### config.mk
export PLATFORM = sky130hd
export DESIGN_NAME = mesh_router_xy
export DESIGN_NICKNAME = d
export VERILOG_FILES = /design/src/rtl/mesh_router_xy.sv
export SDC_FILE = /design/constraint.sdc
export NUM_CORES = 1
export LEC_CHECK = 0
export BUFFER_PORTS_ARGS = -buffer_cell sky130_fd_sc_hd__buf_2
export CAP_MARGIN = 20
export CORE_MARGIN = 3
export CORE_UTILIZATION = 35
export DETAILED_ROUTE_END_ITERATION = 8
export PLACE_DENSITY = 0.5
export SYNTH_ARGS = -nofsm -noshare
export SYNTH_HDL_FRONTEND = slang
export SYNTH_SLANG_ARGS = --single-unit
### constraint.sdc
create_clock -name clk -period 8.79 [get_ports clk]
set_clock_uncertainty 0.15 [all_clocks]
set_input_delay 0.879 -clock clk [delete_from_list [all_inputs] [get_ports clk]]
set_output_delay 0.879 -clock clk [all_outputs]
set_load 0.01 [all_outputs]
### src/rtl/mesh_router_xy.sv
// mesh_router_xy: parametrised 5-port XY mesh router with input FIFOs,
// per-output round-robin arbitration and one-slot-skid flow control.
// Port index order: 0=local, 1=north, 2=south, 3=east, 4=west.
// Ports:
//   clk, reset          - router clock, synchronous active-high reset
//   in_data/in_write_en - upstream flits and write strobes, per port
//   in_full             - registered backpressure to upstream
//   out_data            - registered output flits, per port
//   out_write_req       - one-cycle write strobe to downstream
//   out_neighbor_full   - downstream backpressure, per output
//   drop_cnt            - dropped-write counter
// Optional feature: define ROUTER_DROP_CNT_EN to build the saturating
// dropped-write counter; otherwise drop_cnt is tied to zero.
module mesh_router_xy #(
  parameter int unsigned FLIT_W = 32,
  parameter int unsigned X_W    = 2,
  parameter int unsigned Y_W    = 2,
  parameter int unsigned MY_X   = 0,
  parameter int unsigned MY_Y   = 0,
  parameter int unsigned DEPTH  = 4
) (
  input  logic                clk,
  input  logic                reset,
  input  logic [5*FLIT_W-1:0] in_data,
  input  logic [4:0]          in_write_en,
  output logic [4:0]          in_full,
  output logic [5*FLIT_W-1:0] out_data,
  output logic [4:0]          out_write_req,
  input  logic [4:0]          out_neighbor_full,
  output logic [15:0]         drop_cnt
);

  localparam int unsigned NP = 5;
  localparam int unsigned PW = $clog2(DEPTH);
  localparam int unsigned CW = PW + 1;

  localparam logic [2:0] P_LOCAL = 3'd0;
  localparam logic [2:0] P_NORTH = 3'd1;
  localparam logic [2:0] P_SOUTH = 3'd2;
  localparam logic [2:0] P_EAST  = 3'd3;
  localparam logic [2:0] P_WEST  = 3'd4;

  logic [FLIT_W-1:0] mem [NP][DEPTH];
  logic [PW-1:0]     rd_ptr [NP];
  logic [PW-1:0]     wr_ptr [NP];
  logic [CW-1:0]     count [NP];
  logic [2:0]        rr_ptr [NP];

  logic [FLIT_W-1:0] head_c [NP];
  logic [2:0]        route_c [NP];
  logic [CW-1:0]     count_nxt_c [NP];
  logic [NP-1:0]     push_c;
  logic [NP-1:0]     pop_c;
  logic [NP-1:0]     gnt_vld_c;
  logic [2:0]        gnt_idx_c [NP];

  // XY route of each FIFO head: resolve X first, then Y, else local
  always_comb begin
    for (int p = 0; p < NP; p++) begin
      head_c[p] = mem[p][rd_ptr[p]];
      if (head_c[p][X_W-1:0] > X_W'(MY_X))
        route_c[p] = P_EAST;
      else if (head_c[p][X_W-1:0] < X_W'(MY_X))
        route_c[p] = P_WEST;
      else if (head_c[p][X_W+Y_W-1:X_W] > Y_W'(MY_Y))
        route_c[p] = P_NORTH;
      else if (head_c[p][X_W+Y_W-1:X_W] < Y_W'(MY_Y))
        route_c[p] = P_SOUTH;
      else
        route_c[p] = P_LOCAL;
    end
  end

  // Round-robin grant per output, starting at rr_ptr and wrapping mod 5
  always_comb begin
    int idx;
    gnt_vld_c = '0;
    pop_c     = '0;
    idx       = 0;
    for (int o = 0; o < NP; o++) begin
      gnt_idx_c[o] = '0;
      if (!out_neighbor_full[o]) begin
        for (int k = 0; k < NP; k++) begin
          idx = 32'(rr_ptr[o]) + k;
          if (idx >= NP) idx = idx - NP;
          if (!gnt_vld_c[o] && (count[idx] != '0) && (route_c[idx] == 3'(o))) begin
            gnt_vld_c[o] = 1'b1;
            gnt_idx_c[o] = 3'(idx);
          end
        end
      end
    end
    for (int p = 0; p < NP; p++)
      for (int o = 0; o < NP; o++)
        if (gnt_vld_c[o] && (gnt_idx_c[o] == 3'(p))) pop_c[p] = 1'b1;
  end

  // FIFO push acceptance and next occupancy
  always_comb begin
    for (int p = 0; p < NP; p++) begin
      push_c[p]      = in_write_en[p] && (count[p] < CW'(DEPTH));
      count_nxt_c[p] = count[p] + CW'(push_c[p]) - CW'(pop_c[p]);
    end
  end

  // FIFO storage; occupancy is tracked separately so no reset is needed here
  always_ff @(posedge clk) begin
    for (int p = 0; p < NP; p++)
      if (push_c[p]) mem[p][wr_ptr[p]] <= in_data[p*FLIT_W +: FLIT_W];
  end

  // FIFO pointers, skid-aware full flag, arbiter pointers and output registers
  always_ff @(posedge clk) begin
    if (reset) begin
      for (int p = 0; p < NP; p++) begin
        rd_ptr[p] <= '0;
        wr_ptr[p] <= '0;
        count[p]  <= '0;
        rr_ptr[p] <= '0;
      end
      in_full       <= '0;
      out_write_req <= '0;
      out_data      <= '0;
    end else begin
      for (int p = 0; p < NP; p++) begin
        if (push_c[p]) wr_ptr[p] <= wr_ptr[p] + PW'(1);
        if (pop_c[p])  rd_ptr[p] <= rd_ptr[p] + PW'(1);
        count[p]   <= count_nxt_c[p];
        // One slot of headroom absorbs the upstream grant-to-strobe delay
        in_full[p] <= (count_nxt_c[p] >= CW'(DEPTH - 1));
      end
      for (int o = 0; o < NP; o++) begin
        out_write_req[o] <= gnt_vld_c[o];
        if (gnt_vld_c[o]) begin
          out_data[o*FLIT_W +: FLIT_W] <= head_c[gnt_idx_c[o]];
          rr_ptr[o] <= (gnt_idx_c[o] == 3'(NP - 1)) ? 3'd0 : gnt_idx_c[o] + 3'd1;
        end
      end
    end
  end

`ifdef ROUTER_DROP_CNT_EN
  logic [NP-1:0] drop_c;
  logic [2:0]    drop_sum_c;
  logic [16:0]   drop_acc_c;

  // Count every port whose write arrives at a full FIFO, saturating at 16'hFFFF
  always_comb begin
    drop_sum_c = '0;
    for (int p = 0; p < NP; p++) begin
      drop_c[p]  = in_write_en[p] && (count[p] == CW'(DEPTH));
      drop_sum_c = drop_sum_c + 3'(drop_c[p]);
    end
    drop_acc_c = 17'(drop_cnt) + 17'(drop_sum_c);
  end

  always_ff @(posedge clk) begin
    if (reset) drop_cnt <= '0;
    else       drop_cnt <= drop_acc_c[16] ? 16'hFFFF : drop_acc_c[15:0];
  end
`else
  assign drop_cnt = '0;
`endif

endmodule

==> summary.txt, run 1 <==
Yosys
  – Count leader, synth: edfxtp_1
  – Largest cells by area after synthesis: edfxtp_1 54%, mux4_2 9.7%, dfxtp_1 8.2%
  – Asr flop ratio synth: 0%
  – Avg Inst Size Synth: ~15 µm²
  – Post-synth top area cell: edfxtp_1
  – Top cells by instance count after synthesis: 669 x edfxtp_1, 160 x mux4_2, 157 x nor2_1
  – Sequential share of the synthesized area: between 60% and 70%
  – Warnings, synthesis: 0
  – Post-synth top flop: edfxtp_1
  – Post-synth EDFFs: approximately 670
  – Unique masters post-synth: 97
  – Cell count after synthesis: 2,485
  – Seq cells post-synth: 821
  – Synth top area share: 54.30%
  – Post-Syn Area: 0.03700 mm²

Final layout
  – Area Growth Syn to Fin: 15.61%
  – Layout cell share with drive strength beyond 1: 24.72%
  – Non-filler instance count after layout: 4,232
  – Finished Core Util: 41.03%
  – Final #Nets: ~3,000
  – Fillers: 9,632

Detailed routing
  – Post-Route WL: roughly 120,000 µm
  – Drc violations: 0
  – First drt pass iteration count: 5
  – Routed Antenna Nets: 0
  – Avg WL per Cell: about 28 µm
  – Vias post-DR: 23,310
  – Initial drt markers: 2,006
  – Vias per cell: 5.508

Floorplan
  – Site row count: 118
  – Die Span Y: around 330 µm
  – Die ar.: 0.1096 mm²
  – Die width: between 300 and 400 µm
  – Starting Density: ~35%
  – Core Box Area: 0.1042 mm²
  – IO Pins: around 360

Timing
  – Fin crit share: 81.20%
  – Setup ws final: 1.653 ns
  – Final setup viols: 0
  – Final Hold Viols: 0
  – Worst-margin pin slew: 1.165 ns
  – Fin. max-slew vios: 0
  – Fmax: about 140 MHz
  – Sum Neg Setup Slack: 0 ns
  – Max-slew headroom: approximately 22%
  – RSZ-0062 raised after global routing: no
  – Final Critical Period: 7.137 ns

Setup path
  – Crit path launch: rr_ptr[0][0]
  – Top cell by count, worst path: ha_1
  – Worst reg2reg setup slack: 1.65 ns
  – CP Buf/Inv Count: 4
  – CP max stage cell: or4b_2
  – Crit Path Class: flop to flop
  – Crit-path leading delay family: adder cells
  – Critical path arrival: approximately 7.5 ns
  – Crit path max fanout: 15
  – Critical Path Source Type: flop
  – CP required: roughly 9.2 ns
  – R2R Path Start: rr_ptr[0][0]
  – CP Capture Type: flop
  – Slowest stage delay, CP: 0.65 ns

Clock network
  – CTS Buf Count: 91
  – Post-CTS Hold Fix Bufs: 0
  – Longest Clk Path Bufs: 3
  – Clk_lat worst skew: 0.68 ns
  – Clock sinks: 821
  – Clk slew on worst S/H paths: 0.06 ns
  – Htree depth: 3
  – Post-CTS resize count: 0
  – TritonCTS clock tree: done
  – Postcts setup bufs: 0
  – Root buffer cell: clkbuf_16

Power
  – Power Density: 449.0 mW/mm²
  – Total leakage power: 15.80 nW
  – Max VDD drop: 0.4645 mV

Global route
  – Tot GR Track Use: between 20% and 30%
  – Remaining global-route overflow: 0
  – First-pass GRT wire length: 165,700 µm
  – Initial antenna violation count: 31
  – Vias in the first global route: 23,490
  – Largest net degree at the start of global routing: 88

Placed design
  – Worst slack, placed: 1.704 ns
  – Placed cell count: 4,058
  – HPWL after DPL: just over 80,000 µm
  – Port bufs: 306
  – Gpl congestion: 0.9111

Status
  – Outcome: complete, no violations

Min path
  – Worst hold start: in_data[81]
  – Hold WC Path Type: input port to flop

Run
  – MaxCap Viol Count: 0
[report_power, final]
group | internal (mW) | switching (mW) | total (mW) | leakage, nW
clock | 2.11 | 1.57 | 3.68 | 1.41
sequential | 4.86 | 0.371 | 5.24 | 7.41
combinational | 3.68 | 6.60 | 10.3 | 6.98
[final cells by class]
cell class | instances | area [µm²] | area share (%)
clock inverter | 49 | 481.7 | 1.126
timing repair buffer | 347 | 1864 | 4.359
inverter | 57 | 214.0 | 0.5002
clock buffer | 119 | 2422 | 5.664
multi-input combinational | 1455 | 12920 | 30.20
antenna | 4 | 10.01 | 0.02340
sequential | 821 | 23130 | 54.09
tap | 1380 | 1727 | 4.037
[flip-flops by register name, indices dropped and copies added (netlist names)]
register and cells:
wr_ptr 10, rd_ptr 10, rr_ptr 9, in_full 5, out_write_req 4, count 15
mem 640, out_data 128
[final timing paths]
kind                  to  depth (start not counted)
max reg2reg   in_full[1]                         26
min          mem[0][273]                          1
min reg2reg  out_data[3]                          1
max           in_full[1]                         26
[layer usage]
| layer | GRT usage, % | vias to the layer above | part of all wire, % |
|---|---|---|---|
| met2 | 35.97 | 869 | 50 |
| met3 | 5.007 | 222 | 7.2 |
| li1 | - | 10320 | - |
| met5 | 0 | - | 0.080 |
| met4 | 7.624 | 12 | 4.0 |
| met1 | 25.83 | 11890 | 39 |
[logic make-up (layout without fill, tap and decap cells)]
| family | count (synthesis) | after routing | share of synthesized area [%] |
|---|---|---|---|
| flops | 821 | 821 | 62.53 |
| fa+ha+maj | 82 | 82 | 2.875 |
| buf+inv | 258 | 572 | 3.321 |
| mux | 320 | 320 | 14.09 |
| xor+xnor | 35 | 35 | 0.8286 |
| compound gates | 411 | 411 | 8.404 |
| other cells | 1 | 54 | 0.01014 |
| simple gates | 557 | 557 | 7.944 |
[cell usage in the layout, fill, tap and decap left out, types with 12 or more instances in the layout]
cell	count
o211ai_1	16
nor4_1	39
nor3_1	26
mux2i_1	154
a21oi_1	33
nor2b_1	58
mux4_2	160
inv_1	56
or3_1	35
buf_4	39
a22o_1	34
clkbuf_16	91
clkbuf_1	24
dfxtp_1	152
nand3_1	47
edfxtp_1	669
clkinv_2	15
o221ai_1	31
nor2_1	156
and2_1	24
a311oi_1	30
o311ai_0	21
conb_1	50
nand2_1	73
a22oi_1	38
and2_2	12
buf_2	306
a21o_1	39
clkinv_1	14
o21ai_0	65
ha_1	77
xnor2_1	26
or2_2	16
[stage by stage]
step                      power, mW  hold slack (ns)  cell area [µm²]
after floorplan               12.19           0.3422            37180
final                         19.20           0.2618            42770
after detailed placement      15.51           0.2885            39820
after global placement        15.31           0.2895            39810
after global routing          20.27           0.2206            42760
after CTS                     19.27           0.2018            42720
No activity file was read; power rests on OpenSTA's default activity.
==> run 2, diff against run 1 <==
Settings changed: ABC_AREA set to 1.
Clock period 8.79 ns to 6.6 ns, I/O delays scaled along.
==> run 2 against run 1 <==
Against the previous run: final area rose by 4.5%; register-to-register slack worse by 1.0 ns; first-iteration DRC count rose by 29%; sequential share of layout area fell by 2.3 points; die area up 4.5%; global-route usage grew 0.81 points; wire length up 10%; critical path depth grew 7; cell count grew 39%; worst hold slack got worse by 0.22 ns; via count is 28% higher.
==> summary.txt, run 2 <==
Clock network
  – Postcts setup bufs: 0
  – TritonCTS clock tree: done
  – Htree depth: 3
  – Root buffer cell: clkbuf_16
  – CTS Buf Count: 90
  – Clk_lat worst skew: about 0.68 ns
  – Clock sinks: 821
  – Longest Clk Path Bufs: 3
  – Clk slew on worst S/H paths: 0.06 ns

Final layout
  – Max reg flops: 640
  – Layout cell share with drive strength beyond 1: 14.57%
  – Area Growth Syn to Fin: 15.55%
  – Commonest non-fill, non-tap cells in the layout: 1,220 x nand2_1, 669 x edfxtp_1, 365 x nand3_1
  – Leading cell type in the layout, fill and taps excluded: nand2_1
  – Fillers: ~11,000
  – Final #Nets: 4,598

Floorplan
  – Core Box Area: between 0.1 and 0.15 mm²
  – Die width: ~340 µm
  – Die Span Y: 338.5 µm
  – Die ar.: 0.1145 mm²
  – Starting Density: 35.39%
  – IO Pins: about 360
  – Site row count: 121

Yosys
  – Post-synth EDFFs: roughly 670
  – Warnings, synthesis: 0
  – Post-synth top flop: edfxtp_1
  – Post-synth top area cell: edfxtp_1
  – Unique masters post-synth: 55
  – Top cells by instance count after synthesis: 1,221 x nand2_1, 669 x edfxtp_1, 365 x nand3_1
  – Cell count after synthesis: 4,067
  – Avg Inst Size Synth: about 9.5 µm²
  – Post-Syn Area: roughly 0.039 mm²
  – Count leader, synth: nand2_1
  – Seq cells post-synth: ~820
  – Largest cells by area after synthesis: edfxtp_1 52%, nand2_1 12%, dfxtp_1 7.9%
  – Synth top area share: 51.93%
  – Sequential share of the synthesized area: 59.80%
  – Asr flop ratio synth: 0%

Setup path
  – Crit Path Class: flop to flop
  – CP max stage cell: inv_1
  – Worst reg2reg setup slack: 0.64 ns
  – Slowest stage delay, CP: 0.51 ns
  – R2R Path Start: rr_ptr[0][4]
  – Number of cells on the worst reg-to-reg path: 33
  – Reg2reg end: in_full[1]
  – Top cell by count, worst path: inv_1
  – Critical path arrival: 6.33 ns
  – Crit path max fanout: 17
  – CP Capture Type: flop
  – Critical Path Source Type: flop
  – CP required: 6.98 ns

Detailed routing
  – Routed Antenna Nets: 0
  – Vias per cell: 5.049
  – First drt pass iteration count: 5
  – Avg WL per Cell: 21.84 µm
  – Initial drt markers: 2,594
  – Drc violations: 0
  – Vias post-DR: 29,760
  – Post-Route WL: 128,800 µm

Timing
  – RSZ-0062 raised after global routing: no
  – Fmax: 167.9 MHz
  – Sum Neg Setup Slack: 0 ns
  – Fin. max-slew vios: 0
  – Worst-margin pin slew: 1.229 ns
  – Final setup viols: 0
  – Final Critical Period: slightly below 6 ns
  – Max-slew headroom: 18.08%
  – Fin crit share: 90.26%
  – Final Hold Viols: 0

Placed design
  – HPWL after DPL: 89,560 µm
  – Gpl congestion: 0.8976
  – Port bufs: 306

Min path
  – Worst hold start: in_data[63]
  – Hold Crit Depth: 1
  – Hold WC Path Type: input port to flop
  – Worst hold endpoint: mem[0][159]

Global route
  – Initial antenna violation count: 27
  – Tot GR Track Use: between 20% and 30%
  – Remaining global-route overflow: 0
  – Largest net degree at the start of global routing: 74
  – First-pass GRT wire length: 186,000 µm
  – Vias in the first global route: 27,480

Status
  – Outcome: complete, no violations

Run
  – MaxCap Viol Count: 0
-- run 2: what timing repair did --
item / in CTS / in global routing
hold endpoints to repair: 73 / 0
hold buffers: 23 / 0
resized for setup: 0 / 0
-- run 2: layout make-up --
cell class / count / area [µm²] / share of cell area [%]
clock inverter: 47 / 435.4 / 0.9741
clock buffer: 114 / 2395 / 5.358
tap: 1476 / 1847 / 4.132
inverter: 307 / 1157 / 2.589
antenna: 6 / 15.01 / 0.03359
timing repair buffer: 400 / 2372 / 5.307
sequential: 821 / 23130 / 51.75
multi-input combinational: 2724 / 13350 / 29.86
-- run 2: cell families after synthesis --
| group | synth area share [%] |
|---|---|
| flops | 59.80 |
| xor+xnor | 0.7245 |
| simple gates | 21.51 |
| compound gates | 8.607 |
| buf+inv | 6.602 |
| other cells | 0.009694 |
| fa+ha+maj | 2.749 |
-- run 2: how the worst max path moves through the flow --
stage	startpoint	to	cells after the start
floorplan	rr_ptr[0][9]	in_full[3]	34
global route	rr_ptr[0][4]	in_full[1]	33
detailed placement	rr_ptr[0][4]	in_full[1]	33
finish	rr_ptr[0][4]	in_full[1]	33
global placement	rr_ptr[0][4]	in_full[1]	33
CTS	rr_ptr[0][4]	in_full[1]	33
-- run 2: routing by layer --
layer | track usage, % | wire [µm] | vias to the layer above
li1 | - | - | 14230
met1 | 28.68 | 54100 | 14300
met2 | 35.36 | 60160 | 979
met3 | 4.108 | 8381 | 245
met4 | 9.172 | 6031 | 14
met5 | 0 | 92 | -
-- run 2: per-stage QoR --
stage | cell area (µm²) | instances | setup slack (ns) | hold WS, ns | util [%]
6_report | 44700 | 5895 | 0.6428 | 0.04640 | 40.89
5_1_grt | 44690 | 5893 | 0.1517 | 0.01770 | 40.89
4_1_cts | 44600 | 5885 | 0.7313 | 0.0004903 | 40.80
3_5_place_dp | 41540 | 5701 | 0.7023 | 0.2586 | 38.00
3_3_place_gp | 41510 | 5700 | 0.7043 | 0.2575 | 37.97
2_1_floorplan | 38870 | 4116 | 1.621 | 0.2973 | -
-- run 2: worst max-delay path, delay by kind of cell, from the launching register on --
family          cells  cell delay, ns
compound gates      5            1.09
fa+ha+maj           6            1.52
buf+inv             9            1.31
flops               1            0.49
simple gates       13            1.26
Power of run 2 is left out: the tool's default activity adds up to more than one toggle a clock period on the data nets, which glitch-free logic cannot reach.
==> run 3, diff against run 2 <==
Settings changed: ABC_AREA 1 to not set, GPL_TIMING_DRIVEN set to 0, TNS_END_PERCENT set to 5.
==> run 3 against run 2 <==
Against the previous run: non-clock buffer count increased by 169; sequential share of layout area grew 0.27 points; clock-buffer cell count up 12; core utilization increased by 1.8 points; worst hold slack improved by 0.00082 ns; maximum frequency down 7.7%; global-route usage rose by 0.50 points; die area down 4.3%; wire length is 3.6% lower; final area fell by 0.51%; register-to-register slack worse by 0.50 ns; via count down 18%; highest routed layer unchanged.
==> summary.txt, run 3 (synthesized netlist as in run 1, its figures left out) <==
Timing
  – RSZ-0062 raised after global routing: yes
  – Final Critical Period: ~6.5 ns
  – Fin. max-slew vios: 0
  – Setup ws final: ~0.15 ns
  – Max-slew headroom: between 30% and 40%
  – Sum Neg Setup Slack: 0 ns
  – Final setup viols: 0
  – Final Hold Viols: 0
  – Fin crit share: 97.79%
  – Fmax: 154.9 MHz
  – WHS: around 0.047 ns
  – Worst-margin pin slew: about 1 ns

Detailed routing
  – Avg WL per Cell: 27.84 µm
  – Post-Route WL: 124,200 µm
  – Vias per cell: ~5.5
  – Routed Antenna Nets: 0
  – Drc violations: 0
  – Vias post-DR: between 20,000 and 25,000
  – Initial drt markers: 2,231
  – First drt pass iteration count: 6

Final layout
  – Non-filler instance count after layout: 4,460
  – Commonest non-fill, non-tap cells in the layout: 669 x edfxtp_1, 327 x buf_2, 160 x mux4_2
  – Area Growth Syn to Fin: 20.20%
  – Leading cell type in the layout, fill and taps excluded: edfxtp_1
  – Finished Core Util: 42.66%
  – Multi-input combinational cell area: 0.01305 mm²
  – Layout cell share with drive strength beyond 1: 26.70%
  – Cell area after layout: 0.04447 mm²
  – Register area: 0.02313 mm²
  – Max reg flops: 640
  – Final #Nets: 3,248
  – Fillers: roughly 9,600

Floorplan
  – Die width: 331.1 µm
  – Starting Density: between 30% and 40%
  – Die Span Y: 331.1 µm
  – IO Pins: around 360
  – Die ar.: 0.1096 mm²
  – Site row count: 118
  – Core Box Area: roughly 0.10 mm²

Placed design
  – Placed instance area: 0.04089 mm²
  – Gpl congestion: 0.9333
  – HPWL after DPL: 94,040 µm
  – Worst slack, placed: -1.210 ns
  – Port bufs: 305
  – Placed cell count: 4,242

Min path
  – Hold Crit Depth: 1
  – Worst hold start: in_data[83]
  – Hold WC Path Type: input port to flop
  – Worst hold endpoint: mem[0][275]

Setup path
  – Critical Path Source Type: flop
  – Critical path arrival: 6.86 ns
  – Worst reg2reg setup slack: 0.15 ns
  – Crit path max fanout: 12
  – CP required: 7.01 ns
  – CP Capture Type: flop
  – Reg2reg end: in_full[1]
  – R2R Path Start: rr_ptr[0][0]
  – Number of cells on the worst reg-to-reg path: 26
  – Crit Path Class: flop to flop

Clock network
  – Htree depth: 3
  – Clk slew on worst S/H paths: 0.06 ns
  – CTS Buf Count: 90
  – Clk_lat worst skew: 0.67 ns
  – Root buffer cell: clkbuf_16
  – Longest Clk Path Bufs: 3
  – Clock sinks: ~820
  – TritonCTS clock tree: done

Global route
  – Met3 Resource Use GR: 5.437%
  – Initial antenna violation count: 32
  – Global-route met2 utilization: approximately 38%
  – Tot GR Track Use: between 20 and 25%
  – Gr busiest metal: met2
  – GR Layer Usage met1: 28.27%
  – Remaining global-route overflow: 0
  – Vias in the first global route: 24,500
  – First-pass GRT wire length: 174,800 µm
  – Largest net degree at the start of global routing: 32

Power
  – Power Density: 607.2 mW/mm²
  – Max VDD drop: 0.5366 mV
  – Power Total: between 20 and 30 mW
  – Total leakage power: 16.57 nW

Status
  – Outcome: complete, no violations

Run
  – MaxCap Viol Count: 0
run 3: worst max path at each step:
| stage | from | endpoint | slack (ns) | cells past startpoint |
|---|---|---|---|---|
| 6_report | rr_ptr[0][0] | in_full[1] | 0.15 | 26 |
| 5_1_grt | rr_ptr[0][4] | in_full[1] | -0.04 | 24 |
| 4_1_cts | rd_ptr[0][0] | in_full[1] | 0.01 | 25 |
| 3_5_place_dp | rr_ptr[0][9] | in_full[3] | -1.21 | 28 |
| 3_3_place_gp | rr_ptr[0][9] | in_full[3] | -1.10 | 28 |
| 2_1_floorplan | rr_ptr[0][9] | in_full[2] | 0.53 | 29 |
run 3: cell type report:
cell class / count / share of cell area [%]
Tap cell: 1380 / 3.883
Clock buffer: 126 / 5.506
Multi-Input combinational cell: 1455 / 29.34
Clock inverter: 36 / 1.064
Antenna cell: 16 / 0.09004
Inverter: 57 / 0.4811
Sequential cell: 821 / 52.02
Timing Repair Buffer: 376 / 5.340
Buffer: 193 / 2.282
run 3: report_power, final:
part	internal [mW]	switching, mW	total, mW
sequential	6.47	0.471	6.94
combinational	5.51	9.62	15.1
clock	2.85	2.08	4.93
total	14.8	12.2	27.0
run 3: critical path: stages (launching register included):
cell	delay, ns
edfxtp_1	0.50
inv_1	0.12
buf_4	0.21
ha_1	0.30
buf_2	0.23
and3b_1	0.22
mux2i_2	0.25
nand2_1	0.19
mux2_2	0.32
o2111a_1	0.31
or4_1	0.56
a31oi_1	0.29
o21a_2	0.29
inv_1	0.16
ha_1	0.20
nor3b_1	0.13
nand3b_1	0.16
o211ai_1	0.23
ha_1	0.36
inv_1	0.05
ha_1	0.13
inv_1	0.05
fa_1	0.38
xor2_1	0.17
xnor2_1	0.14
nor2_1	0.07
a21o_1	0.19
run 3: metal layers:
layer  vias to the layer above  wire length, µm
met5                         -              126
li1                      10770                -
met1                     12410            49170
met2                       950            61200
met3                       217             9898
met4                        20             3766
run 3: what timing repair did:
action | CTS | global route
hold buffers | 23 | 0
setup endpoints to repair | 34 | 22
resized for setup | 32 | 39
pin swaps | 6 | 10
setup buffers | 7 | 18
hold endpoints to repair | 81 | 0
